**src/rtl/i2c_arbiter_if.sv**
```systemverilog
// Bundle of requester-side and I2C-master-side signals for i2c_arbiter.
// The master modport is the arbiter's view. The slave modport is the view of
// the requesters and the byte-level I2C master engine.
interface i2c_arbiter_if;
  // requester side
  logic [1:0]  req;
  logic [13:0] req_addr;
  logic [1:0]  req_rw;
  logic [15:0] req_wdata;
  logic [1:0]  req_speed;
  logic [1:0]  gnt;
  logic [1:0]  rsp_valid;
  logic [7:0]  rsp_rdata;
  logic [1:0]  rsp_err;
  logic        busy;
  // I2C master engine side
  logic        m_start;
  logic [6:0]  m_addr;
  logic        m_rw;
  logic [7:0]  m_wdata;
  logic        m_speed;
  logic        m_abort;
  logic        m_done;
  logic        m_nack;
  logic [7:0]  m_rdata;

  modport master (
    input  req, req_addr, req_rw, req_wdata, req_speed,
    input  m_done, m_nack, m_rdata,
    output gnt, rsp_valid, rsp_rdata, rsp_err, busy,
    output m_start, m_addr, m_rw, m_wdata, m_speed, m_abort
  );

  modport slave (
    output req, req_addr, req_rw, req_wdata, req_speed,
    output m_done, m_nack, m_rdata,
    input  gnt, rsp_valid, rsp_rdata, rsp_err, busy,
    input  m_start, m_addr, m_rw, m_wdata, m_speed, m_abort
  );
endinterface

```
**src/rtl/i2c_arbiter.sv**
```systemverilog
// Two-requester round-robin arbiter in front of a byte-level I2C master.
// It serves one transaction at a time: IDLE -> ISSUE -> WAIT -> RESP -> GAP.
// A timeout in WAIT aborts the transaction. A fixed GAP guarantees bus-free
// time before the next arbitration.
module i2c_arbiter #(
  parameter int unsigned TIMEOUT_CYCLES = 4096,
  parameter int unsigned GAP_CYCLES     = 8
) (
  input logic          clk,
  input logic          rst,
  i2c_arbiter_if.master bus
);

  typedef enum logic [2:0] {IDLE, ISSUE, WAIT, RESP, GAP} state_t;

  localparam logic [15:0] TMO_LAST = 16'(TIMEOUT_CYCLES - 1);
  localparam logic [7:0]  GAP_LAST = 8'(GAP_CYCLES - 1);

  state_t      state;
  logic        last_served;
  logic        winner;
  logic        pick;
  logic [15:0] tmo_cnt;
  logic [7:0]  gap_cnt;
  logic        tmo_hit;

  // Round-robin choice: a lone request wins, and a tie goes to whoever was not served last.
  always_comb begin
    pick = 1'b0;
    case (bus.req)
      2'b01:   pick = 1'b0;
      2'b10:   pick = 1'b1;
      2'b11:   pick = ~last_served;
      default: pick = 1'b0;
    endcase
  end

  // The abort must appear in the final WAIT cycle itself and must yield to a same-cycle m_done, so it cannot be registered.
  assign tmo_hit     = (state == WAIT) && (tmo_cnt == TMO_LAST) && !bus.m_done;
  assign bus.m_abort = tmo_hit && !rst;

  // Transaction sequencer with registered grant, response and command outputs.
  always_ff @(posedge clk) begin
    if (rst) begin
      state         <= IDLE;
      last_served   <= 1'b1;
      winner        <= 1'b0;
      tmo_cnt       <= '0;
      gap_cnt       <= '0;
      bus.gnt       <= 2'b00;
      bus.rsp_valid <= 2'b00;
      bus.rsp_rdata <= 8'h00;
      bus.rsp_err   <= 2'b00;
      bus.busy      <= 1'b0;
      bus.m_start   <= 1'b0;
      bus.m_addr    <= 7'h00;
      bus.m_rw      <= 1'b0;
      bus.m_wdata   <= 8'h00;
      bus.m_speed   <= 1'b0;
    end else begin
      bus.m_start   <= 1'b0;
      bus.rsp_valid <= 2'b00;
      case (state)
        IDLE: begin
          if (bus.req != 2'b00) begin
            winner      <= pick;
            bus.m_addr  <= pick ? bus.req_addr[13:7]  : bus.req_addr[6:0];
            bus.m_rw    <= pick ? bus.req_rw[1]       : bus.req_rw[0];
            bus.m_wdata <= pick ? bus.req_wdata[15:8] : bus.req_wdata[7:0];
            bus.m_speed <= pick ? bus.req_speed[1]    : bus.req_speed[0];
            bus.gnt     <= pick ? 2'b10 : 2'b01;
            bus.m_start <= 1'b1;
            bus.busy    <= 1'b1;
            state       <= ISSUE;
          end
        end
        ISSUE: begin
          tmo_cnt <= '0;
          state   <= WAIT;
        end
        WAIT: begin
          tmo_cnt <= tmo_cnt + 16'd1;
          if (bus.m_done) begin
            bus.rsp_rdata <= bus.m_rw ? bus.m_rdata : 8'h00;
            bus.rsp_err   <= {1'b0, bus.m_nack};
            bus.rsp_valid <= winner ? 2'b10 : 2'b01;
            state         <= RESP;
          end else if (tmo_cnt == TMO_LAST) begin
            bus.rsp_rdata <= 8'h00;
            bus.rsp_err   <= 2'b10;
            bus.rsp_valid <= winner ? 2'b10 : 2'b01;
            state         <= RESP;
          end
        end
        RESP: begin
          last_served <= winner;
          bus.gnt     <= 2'b00;
          gap_cnt     <= '0;
          state       <= GAP;
        end
        GAP: begin
          if (gap_cnt == GAP_LAST) begin
            bus.busy <= 1'b0;
            state    <= IDLE;
          end else begin
            gap_cnt <= gap_cnt + 8'd1;
          end
        end
        default: begin
          state    <= IDLE;
          bus.gnt  <= 2'b00;
          bus.busy <= 1'b0;
        end
      endcase
    end
  end

endmodule

```
**src/flat_wrapper.sv**
```systemverilog
// flat-port wrapper written by rule: the top's interface ports become plain ports
module i2c_arbiter_flat 
#(
  parameter int unsigned TIMEOUT_CYCLES = 4096,
  parameter int unsigned GAP_CYCLES     = 8
)
  (clk, rst, bus_req, bus_req_addr, bus_req_rw, bus_req_wdata, bus_req_speed, bus_m_done, bus_m_nack, bus_m_rdata, bus_gnt, bus_rsp_valid, bus_rsp_rdata, bus_rsp_err, bus_busy, bus_m_start, bus_m_addr, bus_m_rw, bus_m_wdata, bus_m_speed, bus_m_abort);
  i2c_arbiter_if bus_i ();
  input logic clk;
  input logic rst;
  input wire logic [$bits(bus_i.req)-1:0] bus_req;
  input wire logic [$bits(bus_i.req_addr)-1:0] bus_req_addr;
  input wire logic [$bits(bus_i.req_rw)-1:0] bus_req_rw;
  input wire logic [$bits(bus_i.req_wdata)-1:0] bus_req_wdata;
  input wire logic [$bits(bus_i.req_speed)-1:0] bus_req_speed;
  input wire logic [$bits(bus_i.m_done)-1:0] bus_m_done;
  input wire logic [$bits(bus_i.m_nack)-1:0] bus_m_nack;
  input wire logic [$bits(bus_i.m_rdata)-1:0] bus_m_rdata;
  output wire logic [$bits(bus_i.gnt)-1:0] bus_gnt;
  output wire logic [$bits(bus_i.rsp_valid)-1:0] bus_rsp_valid;
  output wire logic [$bits(bus_i.rsp_rdata)-1:0] bus_rsp_rdata;
  output wire logic [$bits(bus_i.rsp_err)-1:0] bus_rsp_err;
  output wire logic [$bits(bus_i.busy)-1:0] bus_busy;
  output wire logic [$bits(bus_i.m_start)-1:0] bus_m_start;
  output wire logic [$bits(bus_i.m_addr)-1:0] bus_m_addr;
  output wire logic [$bits(bus_i.m_rw)-1:0] bus_m_rw;
  output wire logic [$bits(bus_i.m_wdata)-1:0] bus_m_wdata;
  output wire logic [$bits(bus_i.m_speed)-1:0] bus_m_speed;
  output wire logic [$bits(bus_i.m_abort)-1:0] bus_m_abort;
  assign bus_i.req = bus_req;
  assign bus_i.req_addr = bus_req_addr;
  assign bus_i.req_rw = bus_req_rw;
  assign bus_i.req_wdata = bus_req_wdata;
  assign bus_i.req_speed = bus_req_speed;
  assign bus_i.m_done = bus_m_done;
  assign bus_i.m_nack = bus_m_nack;
  assign bus_i.m_rdata = bus_m_rdata;
  assign bus_gnt = bus_i.gnt;
  assign bus_rsp_valid = bus_i.rsp_valid;
  assign bus_rsp_rdata = bus_i.rsp_rdata;
  assign bus_rsp_err = bus_i.rsp_err;
  assign bus_busy = bus_i.busy;
  assign bus_m_start = bus_i.m_start;
  assign bus_m_addr = bus_i.m_addr;
  assign bus_m_rw = bus_i.m_rw;
  assign bus_m_wdata = bus_i.m_wdata;
  assign bus_m_speed = bus_i.m_speed;
  assign bus_m_abort = bus_i.m_abort;
  i2c_arbiter #(.TIMEOUT_CYCLES(TIMEOUT_CYCLES), .GAP_CYCLES(GAP_CYCLES)) u_core (.clk(clk), .rst(rst), .bus(bus_i));
endmodule
```
**config.mk**
```make
export PLATFORM = sky130hd
export DESIGN_NAME = i2c_arbiter_flat
export DESIGN_NICKNAME = d
export VERILOG_FILES = /design/src/rtl/i2c_arbiter_if.sv /design/src/rtl/i2c_arbiter.sv /design/src/flat_wrapper.sv
export SDC_FILE = /design/constraint.sdc
export NUM_CORES = 1
export LEC_CHECK = 0
export ABC_AREA = 1
export CAP_MARGIN = 20
export CORE_UTILIZATION = 53
export CTS_BUF_LIST = sky130_fd_sc_hd__clkbuf_8
export DETAILED_ROUTE_END_ITERATION = 12
export GPL_TIMING_DRIVEN = 0
export PLACE_DENSITY = 0.95
export RECOVER_POWER = 25
export SLEW_MARGIN = 10
export SYNTH_ARGS = -nofsm -noshare
export SYNTH_HDL_FRONTEND = slang
export SYNTH_SLANG_ARGS = --single-unit
```
**constraint.sdc**
```tcl
create_clock -name clk -period 3.2 [get_ports clk]
set_input_delay 0.64 -clock clk [delete_from_list [all_inputs] [get_ports clk]]
set_output_delay 0.64 -clock clk [all_outputs]
set_load 0.05 [all_outputs]
```
* Word level (Yosys, flattened, before mapping)
Index checks and enable logic that the tools add are counted.
Widths: inputs -> output; s select.
** Storage, ports and cells
- Input port bits :: 48
- Logic and storage cells :: 82
- Output and inout port bits :: 34
- Register bits after elaboration :: 62
** Operators by class
- Add/subtract/negate cells :: 2
- Multiplexer cells :: 28
- Eq/ne operators :: 12
- Reductions and logical operators :: 20
- Bitwise logic cells :: 5
** Operators with widths (count)
- $mux 8 :: 5
- $pmux 16 s2 :: 1
- $add 16x1->16 const B :: 1
- $eq 16x12->1 const B :: 1
- $pmux 8 s2 :: 1
- $pmux 3 s5 :: 1
- $mux 2 :: 7
- $mux 3 :: 4
- $add 8x1->8 const B :: 1
- $eq 8x3->1 const B :: 1
- $reduce_and 2->1 :: 4
- $reduce_bool 2->1 :: 4
- $mux 7 :: 1
- $eq 3x2->1 const B :: 2
- $reduce_and 3->1 :: 2
- $reduce_or 3->1 :: 2
- $mux 1 :: 5
- $not 1->1 :: 5
- $eq 2x2->1 const B :: 2
- $ne 2x1->1 const B :: 2
- $pmux 2 s2 :: 1
- $reduce_or 2->1 :: 2
- $eq 3x1->1 const B :: 1
- $eq 3x3->1 const B :: 1
- other kinds (7) :: 10

* Depth between registers and ports, before layout
Gate-level depths: netlist (run 1).
- Depth in word-level cells :: 5
- Gate-level depth with buffers :: 9
- Mapped depth without buffers :: 9

* Least setup slack after synthesis (run 1)
No wires, ideal clock.
- Path type :: input to output
- Start point :: in bus_m_done
- End point :: out bus_m_abort
- Arrival :: 1.855 ns
- Stages :: 4
- Setup slack :: 0.705 ns
- Required time :: 2.560 ns
- Cell sequence :: clkbuf_1 inv_1 nand2_1 nor4_2
** Between the ends
- Word-level cells in the longest chain between the ends :: 3
** RTL lines
- start: declaration :: line flat_wrapper.sv:16 : input wire logic [$bits(bus_i.m_done)-1:0] bus_m_done;
- $logic_not 1->1 :: line i2c_arbiter.sv:39 : assign tmo_hit = (state == WAIT) && (tmo_cnt == TMO_LAST) && !bus.m_done;
- $logic_and 1x1->1 :: line i2c_arbiter.sv:39
- $logic_and 1x1->1 :: line i2c_arbiter.sv:40 : assign bus.m_abort = tmo_hit && !rst;
- end: declaration :: line flat_wrapper.sv:29 : output wire logic [$bits(bus_i.m_abort)-1:0] bus_m_abort;
Every way passes these cells.

* Final worst setup path (run 1)
- Start point :: reg u_core.tmo_cnt[0]
- End point :: out bus_m_abort
** Between the ends
- Word-level cells in the longest chain between the ends :: 4
** RTL lines
- start: declaration :: line i2c_arbiter.sv:23 : logic [15:0] tmo_cnt;
- start signal: assignment :: line i2c_arbiter.sv:82 : tmo_cnt <= tmo_cnt + 16'd1;
- $eq 16x12->1 :: line i2c_arbiter.sv:39
- $logic_and 1x1->1 (2 in series) :: line i2c_arbiter.sv:39
- $logic_and 1x1->1 :: line i2c_arbiter.sv:40
Every way passes these cells.

==> results of run 1 <==
==> cells in the final DEF (no fill, tap or decap), types with 2 or more instances in the layout <==
cell type        synthesis  final
nor3_1                   3      3
a21oi_1                 72     72
o21bai_1                 4      4
clkbuf_8                 0     11
nand3_1                 25     25
clkbuf_1                 8     11
bufinv_16                0      2
nand2_4                  3      2
nand2_1                 90     92
inv_2                    7      6
o21ai_1                  5      5
xor2_1                   2      2
buf_6                    2      2
dfxtp_1                 62     62
inv_1                   23     24
buf_4                    3      2
nor2_4                   2      2
clkdlybuf4s50_1          0     78
nand2_2                  3      2
ha_1                     2      2
nor2_1                  36     36
or2_2                    2      2
nand4_1                 11     11
clkinv_2                 0      2
a22oi_1                  3      3
o21ai_0                 22     23
nor2_2                   2      2
==> critical path, stage by stage, from the launching register on <==
cell	delay (ps)
dfxtp_1	390
ha_1	210
nand2_1	110
nor2_1	140
nand3_1	190
nor4_2	260
dlymetal6s2s_1	460
==> cell families (layout without fill, tap and decap cells) <==
logic type,Yosys count,in the layout,share of synthesized area
flops,62,62,0.424
buf+inv,48,142,0.0736
simple gates,181,181,0.283
fa+ha+maj,2,2,0.00856
compound gates,110,110,0.201
xor+xnor,3,3,0.00899
==> through the flow <==
stage | utilization | hold WS, ps
2_1_floorplan | - | 412
3_5_place_dp | 0.731 | 438
4_1_cts | 0.773 | 449
6_report | 0.768 | 449
3_3_place_gp | 0.731 | 433
5_1_grt | 0.768 | 475
==> metal layers <==
| metal | global-route usage | part of all wire | up-vias |
|---|---|---|---|
| met5 | 0 | 0 | - |
| met2 | 0.543 | 0.50 | 178 |
| met1 | 0.363 | 0.39 | 1515 |
| met4 | 0.173 | 0.027 | 0 |
| li1 | - | - | 1536 |
| met3 | 0.0862 | 0.080 | 28 |
==> worst max-delay path by stage <==
stage                                    from     endpoint  slack [ps]
6_report       u_core.tmo_cnt[0]$_SDFFE_PP0P_  bus_m_abort         450
5_1_grt        u_core.tmo_cnt[0]$_SDFFE_PP0P_  bus_m_abort         360
4_1_cts        u_core.tmo_cnt[0]$_SDFFE_PP0P_  bus_m_abort          80
3_5_place_dp   u_core.tmo_cnt[0]$_SDFFE_PP0P_  bus_m_abort         460
3_3_place_gp                       bus_m_done  bus_m_abort         480
2_1_floorplan                      bus_m_done  bus_m_abort         710
==> cell type report <==
type                       count  area (um^2)
buffer                        16         83.8
clock buffer                  11          151
clock inverter                 4         70.1
fill                         355         1210
inverter                      32          125
multi-input combinational    296         1450
sequential                    62         1240
tap                           70         87.6
timing repair buffer          79          793
==> sequential cells by signal, summed over array words and instances, names as in the netlist, 2 cells and up <==
name / count
u_core.bus.rsp_err: 2
u_core.tmo_cnt: 16
u_core.bus.rsp_rdata: 8
u_core.state: 3
u_core.bus.gnt: 2
u_core.bus.m_addr: 7
u_core.bus.rsp_valid: 2
u_core.gap_cnt: 8
u_core.bus.m_wdata: 8
==> power by group <==
part | total, uW | switching [uW] | internal [uW]
Sequential | 893 | 48.5 | 844
Clock | 795 | 321 | 474
Combinational | 754 | 500 | 253
==> impl_metrics.ini, run 1 <==
[die]
rows = 26
die_width_um = 76.3
core_area_um2 = 5200
initial_utilization = 0.562
die_area_um2 = 5820
pin_count = 82
die_h_um = 76.3

[global_routing]
antenna_found_initial = 0
grt_usage = 0.319
grt_pass1_wl_mm = 14.6
grt_max_degree = 11
grt_pass1_vias = 3256
gr-total-overflow = 0

[detailed_routing]
totalWireLength_mm = 9.05
first_pass_iters = 5
drtIter0Drc = 262
vias = 3257
drc = 0
drtAntennaViolNets = 0
wl_per_cell_um = 15.9
vias_per_cell = 5.71

[power_and_ir_drop]
p_total_uw = 2440
p_per_area_nw_per_um2 = 611
ir_worst_vdd_v = 0.000458
p_leak_uw = 0.00159

[synth]
synth-seq-cells = 62
synthTopCellsByCount = 90 x nand2_1, 72 x a21oi_1, 62 x dfxtp_1
synth.distinct_cells = 35
yosysMostFrequentCell = nand2_1
synth_fp_nets = 456
synthesis.area_per_instance_um2 = 7.20
yosysWarnings = 0
ys_seq_area_frac = 0.424
synth_top_area_cell = dfxtp_1
synth-async-reset-ratio = 0
synthFlopType = dfxtp_1
synth_edf_count = 0
synth_top_area_frac = 0.424
syn_area_um2 = 2920
postSynthCellCount = 406
netlist_top_cells_area = dfxtp_1 42%, a21oi_1 12%, nand2_1 12%, nor2_1 4.6%, nand3_1 4.3%

[hold_path]
hp-class = flop to flop
hp-start = u_core.bus.gnt[0]$_SDFFE_PP0P_
hold-path-endpoint = u_core.bus.gnt[0]$_SDFFE_PP0P_
hold_path_depth = 2

[clock_tree]
worstSkewPairLatency_ps = 350
cts_root_buffer = clkbuf_8
clk_pin_slew_ps = 70
cts_sinks = 62
ctsHtreeMaxLevel = 3
cts_setup_buffers = 0
cts_hold_buf = 0
cts_tree = done
clk_path_buf_depth = 2
ctsResizeCount = 0
numCtsBuffers = 9

[setup_path]
end_kind = primary output
rrSetupSlack_ps = 880
required_ps = 2560
crit_fanout = 5
cp-start-kind = flop
regToRegEndpoint = u_core.tmo_cnt[12]$_SDFFE_PP0P_
crit_type = flop to primary output
timing.rr.start = u_core.state[1]$_SDFFE_PP0P_
ff2ff_path_depth = 5
arrival_ps = 2110

[sta]
timing.final.ws_setup_ps = 450
setup_viol = 0
report.final.slew_viol_count = 0
min_period_ps = 2750
fmax_mhz = 364
slew-limit-headroom = 0.173
hold_viol_final = 0
setup-tns-final_ps = 0
rsz0062_at_grt = no
fin_skew_ps = 13.5
worst_pin_slew_ps = 1230
fin_crit_sh = 0.859

[placed_design]
place.gp.congestion = 0.891
place.detailed.hpwl_mm = 6.11
dpl_worst_slack_ps = 456
dp_cells = 555
post_dp_cell_area_um2 = 3800
io_buffers = 79

[run_status]
status = finished, final reports clean

[final_layout]
fin_area_um2 = 4000
drive_gt1_frac = 0.0800
finish.net_count = 546
area_delta_synth_final_pct = 36.8
fin_cells = 570
n_antenna_cell = 0

[run]
cap_violations = 0
Power figures use the tool's default switching activity.
==> run 2, diff against run 1 <==
--- a/config.mk
+++ b/config.mk
@@ -7,6 +7,7 @@
 export LEC_CHECK = 0
 export ABC_AREA = 1
 export CAP_MARGIN = 20
+export CORE_ASPECT_RATIO = 0.9
 export CORE_UTILIZATION = 53
 export CTS_BUF_LIST = sky130_fd_sc_hd__clkbuf_8
 export DETAILED_ROUTE_END_ITERATION = 12
==> run 2 against run 1 <==
Hold slack better by 8.2 ps. Largest cell class unchanged. Maximum frequency decreased by 2.8%. Non-clock buffer count unchanged. Sequential cell count unchanged. Die area about the same. Critical endpoint unchanged.
==> impl_metrics.ini, run 2 (synthesis gave the netlist of run 1 again) <==
[clock_tree]
cts_hold_buf = 0
ctsHtreeMaxLevel = 3
cts_root_buffer = clkbuf_8
clk_path_buf_depth = 2
numCtsBuffers = 9
worstSkewPairLatency_ps = 350
cts_tree = done
cts_sinks = 62
clk_pin_slew_ps = 70

[power_and_ir_drop]
seqPwrFrac = 0.403
ir_worst_vdd_v = 0.000415
swShare = 0.385
p_per_area_nw_per_um2 = 565
power.switching_uw = 852
pwr-share-comb = 0.338
p_int_uw = 1360
clock_power_share = 0.259
p_leak_uw = 0.00156

[hold_path]
hp-class = flop to flop
hp-start = u_core.bus.gnt[0]$_SDFFE_PP0P_
hold_path_depth = 2
hold-path-endpoint = u_core.bus.gnt[0]$_SDFFE_PP0P_

[final_layout]
largest_reg_flops = 16
final_cell_mix = 92 x nand2_1, 78 x clkdlybuf4s50_1, 72 x a21oi_1
multi_input_area_um2 = 1440
utilization = 0.741
final_common_cell = nand2_1
finish.net_count = 546
fin_area_um2 = 3920
n_antenna_cell = 0
seqCellArea_um2 = 1240
largest_register = u_core.tmo_cnt
area_delta_synth_final_pct = 34.0
fillers = 376
drive_gt1_frac = 0.0659

[die]
die_h_um = 72.5
die_width_um = 80.3
initial_utilization = 0.553
die_area_um2 = 5820
core_area_um2 = 5290
rows = 25
pin_count = 82

[sta]
fin_crit_sh = 0.884
report.final.slew_viol_count = 0
min_period_ps = 2830
worst_pin_slew_ps = 1100
fin_skew_ps = 10.1
fmax_mhz = 353
rsz0062_at_grt = no
setup-tns-final_ps = 0
slew-limit-headroom = 0.262
setup_viol = 0
hold_viol_final = 0

[global_routing]
grt_pass1_vias = 3052
gr-total-overflow = 0
grt_pass1_wl_mm = 14.3
antenna_found_initial = 0
grt_usage = 0.321
grt_max_degree = 11

[setup_path]
required_ps = 2560
arrival_ps = 2190
end_kind = primary output
crit_fanout = 6
regToRegEndpoint = u_core.tmo_cnt[12]$_SDFFE_PP0P_
timing.rr.start = u_core.state[1]$_SDFFE_PP0P_
ff2ff_path_depth = 5
rrSetupSlack_ps = 920
cp-start-kind = flop
crit_type = flop to primary output

[detailed_routing]
drc = 0
vias_per_cell = 5.75
totalWireLength_mm = 8.94
drtIter0Drc = 317
wl_per_cell_um = 15.7
drtAntennaViolNets = 0
vias = 3267
first_pass_iters = 5

[placed_design]
post_dp_cell_area_um2 = 3800
place.gp.congestion = 0.906
io_buffers = 79
place.detailed.hpwl_mm = 6.06

[run_status]
status = finished, final reports clean

[run]
cap_violations = 0
-- run 2: how the worst max path moves through the flow --
stage | startpoint | end | slack, ps | cells after the start
detailed placement | bus_m_done | bus_m_abort | 490 | 5
floorplan | bus_m_done | bus_m_abort | 710 | 4
finish | u_core.state[1]$_SDFFE_PP0P_ | bus_m_abort | 370 | 7
global route | u_core.state[1]$_SDFFE_PP0P_ | bus_m_abort | 260 | 7
global placement | bus_m_done | bus_m_abort | 480 | 5
CTS | u_core.tmo_cnt[0]$_SDFFE_PP0P_ | bus_m_abort | 60 | 6
-- run 2: what timing repair did --
item | in CTS | in global routing
gates resized for setup | 0 | 1
setup endpoints to repair | 0 | 1
setup buffers | 0 | 0
-- run 2: metrics by stage --
stage,hold WS (ps),instances,worst slack [ps],power (uW)
2_1_floorplan,412,406,705,1390
3_3_place_gp,435,552,481,1630
3_5_place_dp,443,552,486,1650
4_1_cts,451,568,62.8,2220
5_1_grt,470,568,261,2290
6_report,457,568,370,2210
-- run 2: layout make-up --
cell class	instances	area share
multi-input cells	296	0.367
flip-flops and latches	62	0.317
repair buffers	79	0.202
inverters	32	0.0319
clock buffers	9	0.0316
well taps	67	0.0214
plain buffers	16	0.0195
clock inverters	7	0.00894
-- run 2: critical path, stage by stage, from the launching register on --
cell and delay (ps):
dfxtp_1 440, inv_1 130, nor2_4 210, inv_1 170
nor2_1 200, nand2_1 110, nor4_2 130, dlymetal6s2s_1 450
-- run 2: power by group through the flow --
stage	sequential, uW	clock [uW]	combinational (uW)
floorplan	1100	0	293
global placement	900	0	732
detailed placement	903	0	749
CTS	890	570	762
global route	897	609	788
finish	892	573	748
-- run 2: per-layer routing --
metal,GRT usage,vias to the layer above,part of all wire
met4,0.111,0,0.020
met5,0,-,0
met2,0.540,191,0.49
met1,0.381,1520,0.39
li1,-,1535,-
met3,0.112,21,0.092
==> run 3, diff against run 2 <==
--- a/config.mk
+++ b/config.mk
@@ -5,7 +5,6 @@
 export SDC_FILE = /design/constraint.sdc
 export NUM_CORES = 1
 export LEC_CHECK = 0
-export ABC_AREA = 1
 export CAP_MARGIN = 20
 export CORE_ASPECT_RATIO = 0.9
 export CORE_UTILIZATION = 53
==> run 3 against run 2 <==
Setup slack worse by 140 ps. Via count down 15%. Synthesized cell count down 25%. Clock power up 37%. First-iteration DRC count down 21%. Maximum frequency down 4.6%. Sequential cell count unchanged. Critical path depth down 1. Clock skew up 0.65 ps. Critical path type unchanged. Critical endpoint unchanged.
==> impl_metrics.ini, run 3 <==
[final_layout]
final_cell_mix = 79 x clkdlybuf4s50_1, 62 x dfxtp_1, 32 x nor2_1
largest_register = u_core.tmo_cnt
n_antenna_cell = 0
final_common_cell = clkdlybuf4s50_1
area_delta_synth_final_pct = 38.6
fin_area_um2 = 3880
drive_gt1_frac = 0.0825
largest_reg_flops = 16
fin_cells = 465
finish.net_count = 445

[hold_path]
hp-class = flop to flop
hold_path_depth = 2

[global_routing]
grt_max_degree = 12
antenna_found_initial = 0
grt_pass1_vias = 2736
gr-total-overflow = 0
grt_pass1_wl_mm = 12.8
grt_usage = 0.303

[die]
die_area_um2 = 5580
initial_utilization = 0.565
rows = 24
die_width_um = 78.6
core_area_um2 = 4950
die_h_um = 71.0
pin_count = 82

[setup_path]
max_stage_delay_ps = 590
ff2ff_path_depth = 7
crit_path_top_delay_cell = nor3b_2
crit_end = bus_m_abort
end_kind = primary output
cp_top_family = simple AND/OR/NAND/NOR gates
crit_fanout = 10
crit_path_start = u_core.state[0]$_SDFFE_PP0P_
rrSetupSlack_ps = 870
crit_cells = 6
timing.rr.start = u_core.state[1]$_SDFFE_PP0P_
crit_type = flop to primary output
required_ps = 2560
arrival_ps = 2330
regToRegEndpoint = u_core.bus.m_wdata[6]$_SDFFE_PP0P_
critical_path_buf_inv_count = 2
crit_chain = clkbuf_1 -> nor3b_2 -> and2_1 -> nand3_1 -> nor3_1 -> clkbuf_2
cp-start-kind = flop

[sta]
fmax_mhz = 337
worst_pin_slew_ps = 722
hold_viol_final = 0
report.final.slew_viol_count = 0
setup_viol = 0
rsz0062_at_grt = no
fin_skew_ps = 10.7
fin_crit_sh = 0.927
slew-limit-headroom = 0.514
min_period_ps = 2970

[synth]
synth_fp_nets = 353
ys_seq_area_frac = 0.443
yosysWarnings = 0
yosysMostFrequentCell = dfxtp_1
postSynthCellCount = 303
syn_area_um2 = 2800
synthTopCellsByCount = 62 x dfxtp_1, 32 x nor2_1, 20 x mux2i_1
synth-async-reset-ratio = 0
synthesis.area_per_instance_um2 = 9.25
synth-seq-cells = 62
synth_top_area_frac = 0.443
synthFlopType = dfxtp_1
netlist_top_cells_area = dfxtp_1 44%, mux2i_1 7.1%, a211oi_1 5.1%, nor2_1 4.3%, a21oi_1 3.2%
synth.distinct_cells = 53
synth_edf_count = 0
synth_top_area_cell = dfxtp_1

[clock_tree]
cts_tree = done
numCtsBuffers = 9
worstSkewPairLatency_ps = 340
cts_sinks = 62
cts_setup_buffers = 0
clk_pin_slew_ps = 80
ctsHtreeMaxLevel = 3
cts_root_buffer = clkbuf_8
clk_path_buf_depth = 2

[placed_design]
post_dp_cell_area_um2 = 3690
dp_cells = 449
io_buffers = 81
place.detailed.hpwl_mm = 5.58
place.gp.congestion = 0.908

[run]
cap_violations = 0

[detailed_routing]
vias = 2777
drtAntennaViolNets = 0
drc = 0
totalWireLength_mm = 8.12
first_pass_iters = 4
vias_per_cell = 5.97
wl_per_cell_um = 17.5
drtIter0Drc = 250

[power_and_ir_drop]
p_leak_uw = 0.00141
ir_worst_vdd_v = 0.000478
p_per_area_nw_per_um2 = 591

[run_status]
status = finished, final reports clean
==> run 3: cell count changes after synthesis, sizes merged, moves of 9 or more <==
| cell | previous run | this run |
|---|---|---|
| nand2 | 96 | 18 |
| a21oi | 72 | 18 |
| inv | 31 | 5 |
| mux2i | 0 | 20 |
| o21ai | 28 | 9 |
| a211oi | 1 | 19 |
| nand3 | 25 | 8 |
| nor2 | 41 | 32 |
==> run 3: where the power goes <==
part           internal [uW]  switching [uW]
Combinational            227             411
Sequential               832            40.6
Clock                    457             328
==> run 3: cell type report <==
type	instances	area (um^2)
fillers	311	1070
plain buffers	22	98.8
clock inverters	6	85.1
multi-input cells	214	1420
flip-flops and latches	62	1240
well taps	65	81.3
clock buffers	10	138
inverters	5	18.8
repair buffers	81	806
==> run 3: worst min-delay path by stage <==
| stage | from | to |
|---|---|---|
| after floorplan | u_core.winner$_SDFFE_PP0P_ | u_core.bus.rsp_valid[0]$_SDFF_PP0_ |
| after global placement | u_core.bus.rsp_rdata[0]$_SDFFE_PP0P_ | u_core.bus.rsp_rdata[0]$_SDFFE_PP0P_ |
| after detailed placement | u_core.bus.rsp_rdata[4]$_SDFFE_PP0P_ | u_core.bus.rsp_rdata[4]$_SDFFE_PP0P_ |
| after CTS | u_core.bus.gnt[1]$_SDFFE_PP0P_ | u_core.bus.gnt[1]$_SDFFE_PP0P_ |
| after global routing | u_core.bus.gnt[1]$_SDFFE_PP0P_ | u_core.bus.gnt[1]$_SDFFE_PP0P_ |
| final | u_core.last_served$_SDFFE_PP1P_ | u_core.last_served$_SDFFE_PP1P_ |
==> run 3: stage by stage <==
step	utilization	hold slack [ps]	total power (uW)	TNS [ps]	setup WS [ps]
6_report	0.784	479	2290	0	234
3_5_place_dp	0.745	461	1510	-244	-244
5_1_grt	0.784	495	2360	0	97.0
4_1_cts	0.790	478	2290	0	11.3
2_1_floorplan	-	436	1280	0	245
3_3_place_gp	0.745	457	1490	-237	-237
==> run 3: metal layers <==
metal	global-route usage	up-vias	wire length (um)
li1	-	1312	-
met1	0.357	1318	3370
met2	0.511	125	4020
met3	0.0800	22	515
met4	0.144	0	214
met5	0	-	0
==> run 3: worst register-to-register path: cells and delay by family (launching register included) <==
kind / cells / cell delay [ps]
buffers and inverters: 3 / 840
AND/OR/NAND/NOR: 3 / 820
flip-flops: 1 / 330
AO/OA/AOI/OAI: 1 / 260
==> run 3: timing repair <==
item,CTS,global route
hold buffers,0,0
resized for setup,1,5
endpoints found under the setup margin,1,1
==> run 3: cells by family (layout without fill, tap and decap cells) <==
| kind of cell | Yosys count | after routing | share of synthesized area |
|---|---|---|---|
| AO/OA/AOI/OAI | 82 | 82 | 0.213 |
| XOR/XNOR | 5 | 5 | 0.0156 |
| adder cells (fa/ha/maj) | 3 | 3 | 0.0125 |
| buffers and inverters | 27 | 124 | 0.0433 |
| flip-flops | 62 | 62 | 0.443 |
| multiplexers | 20 | 20 | 0.0715 |
| AND/OR/NAND/NOR | 104 | 104 | 0.201 |
